File: src/rtl/alu_pkg.sv
// Shared constants for the 4-bit registered ALU and the logic wrapped around it.
package alu_pkg;

    localparam int ALU_IN_W  = 4;
    localparam int ALU_OUT_W = 8;
    localparam int ALU_LAT   = 2;

    localparam logic [ALU_IN_W-1:0] OP_INCA = 4'b0000;
    localparam logic [ALU_IN_W-1:0] OP_INCB = 4'b0001;
    localparam logic [ALU_IN_W-1:0] OP_TRA  = 4'b0010;
    localparam logic [ALU_IN_W-1:0] OP_TRB  = 4'b0011;
    localparam logic [ALU_IN_W-1:0] OP_DECA = 4'b0100;
    localparam logic [ALU_IN_W-1:0] OP_MUL  = 4'b0101;
    localparam logic [ALU_IN_W-1:0] OP_ADD  = 4'b0110;
    localparam logic [ALU_IN_W-1:0] OP_NOTA = 4'b1000;
    localparam logic [ALU_IN_W-1:0] OP_NOTB = 4'b1001;
    localparam logic [ALU_IN_W-1:0] OP_AND  = 4'b1010;
    localparam logic [ALU_IN_W-1:0] OP_OR   = 4'b1011;
    localparam logic [ALU_IN_W-1:0] OP_XOR  = 4'b1100;
    localparam logic [ALU_IN_W-1:0] OP_XNOR = 4'b1101;
    localparam logic [ALU_IN_W-1:0] OP_NAND = 4'b1110;
    localparam logic [ALU_IN_W-1:0] OP_NOR  = 4'b1111;

endpackage

File: src/rtl/alu_result_fifo.sv
// First-word-fall-through result FIFO; the head is visible on rdata_o whenever count_o != 0.
module alu_result_fifo #(
    parameter int WIDTH = 14,
    parameter int DEPTH = 4
) (
    input  logic                     clk,
    input  logic                     rst_n,
    input  logic                     push_i,
    input  logic [WIDTH-1:0]         wdata_i,
    input  logic                     pop_i,
    output logic [WIDTH-1:0]         rdata_o,
    output logic [$clog2(DEPTH):0]   count_o
);

    localparam int AW = $clog2(DEPTH);

    logic [WIDTH-1:0] mem_q [DEPTH];
    logic [AW-1:0]    wr_ptr_q;
    logic [AW-1:0]    rd_ptr_q;
    logic [AW:0]      count_q;

    // NOTE: storage is not reset; only pointers and count are, and the head is qualified by count.
    always_ff @(posedge clk) begin
        if (push_i) begin
            mem_q[wr_ptr_q] <= wdata_i;
        end
    end

    always_ff @(posedge clk or negedge rst_n) begin
        if (!rst_n) begin
            wr_ptr_q <= '0;
            rd_ptr_q <= '0;
            count_q  <= '0;
        end else begin
            if (push_i) wr_ptr_q <= wr_ptr_q + AW'(1);
            if (pop_i)  rd_ptr_q <= rd_ptr_q + AW'(1);
            case ({push_i, pop_i})
                2'b10:   count_q <= count_q + (AW+1)'(1);
                2'b01:   count_q <= count_q - (AW+1)'(1);
                default: count_q <= count_q;
            endcase
        end
    end

    assign rdata_o = mem_q[rd_ptr_q];
    assign count_o = count_q;

    // Issue credits guarantee room for every capture; the consumer only pops a valid head.
    assert property (@(posedge clk) disable iff (!rst_n) !(push_i && (count_q == (AW+1)'(DEPTH))));
    assert property (@(posedge clk) disable iff (!rst_n) !(pop_i && (count_q == '0)));

endmodule

File: src/rtl/alu_issue_ctrl.sv
// Issues commands to the registered ALU, tracks its fixed latency with a tag pipe,
// and captures results in order into a credit-protected FIFO.
module alu_issue_ctrl #(
    parameter int TAG_W   = 4,
    parameter int RDEPTH  = 4,
    parameter int ALU_LAT = alu_pkg::ALU_LAT
) (
    input  logic                           clk,
    input  logic                           rst_n,
    input  logic                           cmd_valid,
    output logic                           cmd_ready,
    input  logic [alu_pkg::ALU_IN_W-1:0]   cmd_a,
    input  logic [alu_pkg::ALU_IN_W-1:0]   cmd_b,
    input  logic [alu_pkg::ALU_IN_W-1:0]   cmd_sel,
    input  logic [TAG_W-1:0]               cmd_tag,
    output logic [alu_pkg::ALU_IN_W-1:0]   alu_a,
    output logic [alu_pkg::ALU_IN_W-1:0]   alu_b,
    output logic [alu_pkg::ALU_IN_W-1:0]   alu_sel,
    input  logic [alu_pkg::ALU_OUT_W-1:0]  alu_y,
    output logic                           res_valid,
    input  logic                           res_ready,
    output logic [alu_pkg::ALU_OUT_W-1:0]  res_y,
    output logic [TAG_W-1:0]               res_tag,
    output logic                           res_zero,
    output logic                           res_neg,
    output logic                           busy
);

    localparam int IN_W  = alu_pkg::ALU_IN_W;
    localparam int OUT_W = alu_pkg::ALU_OUT_W;
    localparam int ENT_W = OUT_W + TAG_W + 2;
    localparam int CNT_W = $clog2(RDEPTH) + 1;
    localparam int OCC_W = $clog2(RDEPTH + ALU_LAT + 1) + 1;

    logic [IN_W-1:0]  alu_a_q, alu_b_q, alu_sel_q;
    logic [ALU_LAT:0] s_valid_q;
    logic [TAG_W-1:0] s_tag_q [ALU_LAT+1];

    logic             accept, pop, capture;
    logic [CNT_W-1:0] fifo_count;
    logic [OCC_W-1:0] occupancy;
    logic [ENT_W-1:0] cap_data, head_data;
    logic [OUT_W-1:0] head_y;
    logic [TAG_W-1:0] head_tag;
    logic             head_zero, head_neg;

    // Every op in the tag pipe or the FIFO holds one credit until it is popped.
    assign occupancy = OCC_W'($countones(s_valid_q)) + OCC_W'(fifo_count);
    assign res_valid = (fifo_count != '0);
    assign pop       = res_valid & res_ready;
    assign cmd_ready = (occupancy - OCC_W'(pop)) < OCC_W'(RDEPTH);
    assign accept    = cmd_valid & cmd_ready;
    assign busy      = (occupancy != '0);

    always_ff @(posedge clk or negedge rst_n) begin
        if (!rst_n) begin
            alu_a_q   <= '0;
            alu_b_q   <= '0;
            alu_sel_q <= '0;
            s_valid_q <= '0;
            for (int i = 0; i <= ALU_LAT; i++) s_tag_q[i] <= '0;
        end else begin
            if (accept) begin
                alu_a_q   <= cmd_a;
                alu_b_q   <= cmd_b;
                alu_sel_q <= cmd_sel;
            end
            s_valid_q  <= {s_valid_q[ALU_LAT-1:0], accept};
            s_tag_q[0] <= cmd_tag;
            for (int i = 1; i <= ALU_LAT; i++) s_tag_q[i] <= s_tag_q[i-1];
        end
    end

    assign alu_a   = alu_a_q;
    assign alu_b   = alu_b_q;
    assign alu_sel = alu_sel_q;

    // alu_y lines up with the oldest stage, so a valid there marks a result to keep.
    assign capture  = s_valid_q[ALU_LAT];
    assign cap_data = {alu_y, s_tag_q[ALU_LAT], (alu_y == '0), alu_y[OUT_W-1]};

    alu_result_fifo #(
        .WIDTH (ENT_W),
        .DEPTH (RDEPTH)
    ) u_fifo (
        .clk     (clk),
        .rst_n   (rst_n),
        .push_i  (capture),
        .wdata_i (cap_data),
        .pop_i   (pop),
        .rdata_o (head_data),
        .count_o (fifo_count)
    );

    assign {head_y, head_tag, head_zero, head_neg} = head_data;

    assign res_y    = res_valid ? head_y   : '0;
    assign res_tag  = res_valid ? head_tag : '0;
    assign res_zero = res_valid & head_zero;
    assign res_neg  = res_valid & head_neg;

endmodule

File: config.mk
export PLATFORM = sky130hd
export DESIGN_NAME = alu_issue_ctrl
export DESIGN_NICKNAME = d
export VERILOG_FILES = /design/src/rtl/alu_pkg.sv /design/src/rtl/alu_result_fifo.sv /design/src/rtl/alu_issue_ctrl.sv
export SDC_FILE = /design/constraint.sdc
export NUM_CORES = 1
export LEC_CHECK = 0
export BUFFER_PORTS_ARGS = -buffer_cell sky130_fd_sc_hd__buf_2
export CAP_MARGIN = 20
export CELL_PAD_IN_SITES_DETAIL_PLACEMENT = 1
export CELL_PAD_IN_SITES_GLOBAL_PLACEMENT = 1
export CORE_MARGIN = 10
export CORE_UTILIZATION = 25
export CTS_CLUSTER_SIZE = 20
export DETAILED_ROUTE_END_ITERATION = 12
export PLACE_DENSITY_LB_ADDON = 0.15
export SLEW_MARGIN = 20
export SYNTH_ARGS = -nofsm -noshare
export SYNTH_HDL_FRONTEND = slang
export SYNTH_SLANG_ARGS = --single-unit
File: constraint.sdc
create_clock -name clk -period 3.9 [get_ports clk]
set_input_delay 0.39 -clock clk [delete_from_list [all_inputs] [get_ports clk]]
set_output_delay 0.39 -clock clk [all_outputs]
set_load 0.05 [all_outputs]
==> impl_metrics.yaml <==
clocking:
  clk_latency_ps: 330
  cts_made_buffers: 9
  clk_pin_slew_ps: 60
  root_buffer: "clkbuf_16"
  cts_htree_levels: 3
  cts.repair.resized: 0
  cts.sinks: 86
  ctsLongestPathBuffers: 2
  post-cts-setup-buffers: 0
  hold_buffers: 0
  tritoncts: "yes"
setup_path:
  cp-start-kind: "register"
  cp.required_ps: 3510
  critPathSlowestCell: "fa_1"
  cpPeakStageDelay_ps: 540
  arrival_ps: 2820
  cp_num_buf_inv: 2
  cp-end-kind: "output pin"
  crit_chain: "fa_1 -> ha_1 -> inv_1 -> fa_1 -> nor2b_1 -> a31oi_1 -> nor3_1 -> buf_2"
  critical_path_peak_fanout: 3
  path_class: "reg2out"
  crit_top_cell: "fa_1"
  crit_family: "adder cells"
floorplan:
  dieArea_sq_um: 18500
  die_y_microns: 136
  die_w_microns: 136
  initial_core_util_pct: 25.5
  core_area_sq_um: 13200
  pin_count: 57
  row_count: 42
sta:
  skew_ps: 3.67
  finalHoldViolations: 0
  tightest_slew_ps: 970
  fin_crit_ps: 3210
  period_share_pct: 82.2
  finalSetupTns_ps: 0
  finalMaxSlewViolations: 0
  setup_viol: 0
  fmax_ghz: 0.312
  slew-limit-headroom_pct: 35.3
  rsz0062_at_grt: "no"
yosys:
  synth-seq-cells: 86
  synth_top_family_by_area: "multiplexers"
  synthAdderAreaFrac_pct: 4.40
  synth.distinct_cells: 27
  synth_area_leaders: "edfxtp_1, dfrtp_1, mux4_2, mux2_2, and2_1"
  syn_inst: 179
  synthesis.area_sq_um: 3360
  yosysWarnings: 0
  synth_area_per_cell_sq_um: 18.8
  synth_mux_area_share_pct: 13.0
  seq_area_frac_synth_pct: 71.9
  synth_xor_area_share_pct: 1.83
  yosysTopAreaCellShare_pct: 46.5
  synth_simple_gate_area_share_pct: 5.93
  synth.largest_area_cell: "edfxtp_1"
  synth_compound_area_share_pct: 0.708
  syn_nets: 217
placement:
  port_buffers: 56
  place.gp.congestion: 0.658
  dp_hpwl_mm: 4.46
detailed_routing:
  drt_iter0_markers: 112
  vias_per_cell: 4.03
  antenna_left: 0
  dr.pass1.iters: 4
  num_vias: 1697
  routed_wl_mm: 6.68
  drc: 0
  wl_per_cell_microns: 15.9
global_routing:
  grt_pass1_wl_mm: 10.8
  grt_max_degree: 35
  grt_remaining_overflow: 0
  grt.total_usage_pct: 7.81
  grt_pass1_vias: 1957
  grt_antenna_before_repair: 0
cells_and_area:
  n_antenna_cell: 0
  areaGrowthSynthToFinish_pct: 23.1
  mostFrequentLayoutCell: "buf_2"
  layout_common_cells: "buf_2, edfxtp_1, dfrtp_1, and2_1, mux4_2"
  final_layout_size_suffix_gt1_share_pct: 39.2
  fin_nets: 278
hold_path:
  hp-class: "in2async"
flow_run:
  max_cap_viol_count: 0
status:
  status: "completed"
[Yosys cell counts]
cell and n:
edfxtp_1 52, dfrtp_1 34, and2_1 18, mux4_2 13
mux2_2 12, inv_1 9, ha_1 7, xor2_1 4
buf_2 3, fa_1 3, nor2_1 3, xnor2_1 3
clkbuf_1 2, nand2_1 2, or4_1 2, a21oi_1 1
a31oi_1 1, and4_4 1, buf_4 1, buf_6 1
mux2i_1 1, nor2b_1 1, nor3_1 1, nor4b_4 1
o211ai_1 1, o21ai_0 1, or3_1 1
[worst paths after layout]
path	from	to	slack, ps	depth (start not counted)
worst max-delay path	s_valid_q[0]	cmd_ready	690	8
worst min-delay path	rst_n	u_fifo.count_o[2]	120	1
worst max register to register	s_valid_q[0]	alu_sel[0]	910	9
worst min register to register	s_tag_q[5]	cap_data[3]	350	0
max in group asynchronous	rst_n	cap_data[2]	3290	1
min in group clk	cmd_tag[2]	s_tag_q[10]	160	1
[layer usage]
metal	global-route usage [%]	share of wire [%]	up-vias
met2	12.1	49	47
li1	-	-	778
met3	4.28	7.1	10
met5	0	0	-
met1	8.82	43	862
met4	3.02	1.6	0
[metrics by stage]
step / instance area (sq um) / hold slack, ps / cells / utilization, % / setup slack [ps]
floorplan: 3360 / 94.4 / 179 / - / 539
detailed placement: 3820 / 336 / 405 / 29.0 / 868
global placement: 3820 / 332 / 405 / 29.0 / 932
finish: 4130 / 123 / 421 / 31.3 / 693
CTS: 4130 / 140 / 421 / 31.3 / 642
global route: 4130 / 141 / 421 / 31.3 / 497
[logic make-up after synthesis]
group | after synthesis
buf+inv | 16
xor+xnor | 7
compound gates | 4
fa+ha+maj | 10
mux | 26
simple gates | 30
flops | 86
[state kept, by name, summed over array words and instances, names as in the netlist]
register / count
u_fifo.rd_ptr_q: 2
s_tag_q: 8
s_valid_q: 3
alu_a: 4
u_fifo.mem_q: 52
u_fifo.wr_ptr_q: 2
alu_sel: 4
cap_data: 4
alu_b: 4
u_fifo.count_o: 3
[layout make-up]
class	count	area [sq um]
Fill cell	1373	9060
Sequential cell	86	2410
Multi-Input combinational cell	77	870
Timing Repair Buffer	57	288
Clock buffer	12	236
Tap cell	176	220
Clock inverter	4	71.3
Inverter	9	33.8
Power is left out: the tool's default activity adds up to more than one toggle a clock period on the data nets, which glitch-free logic cannot reach.
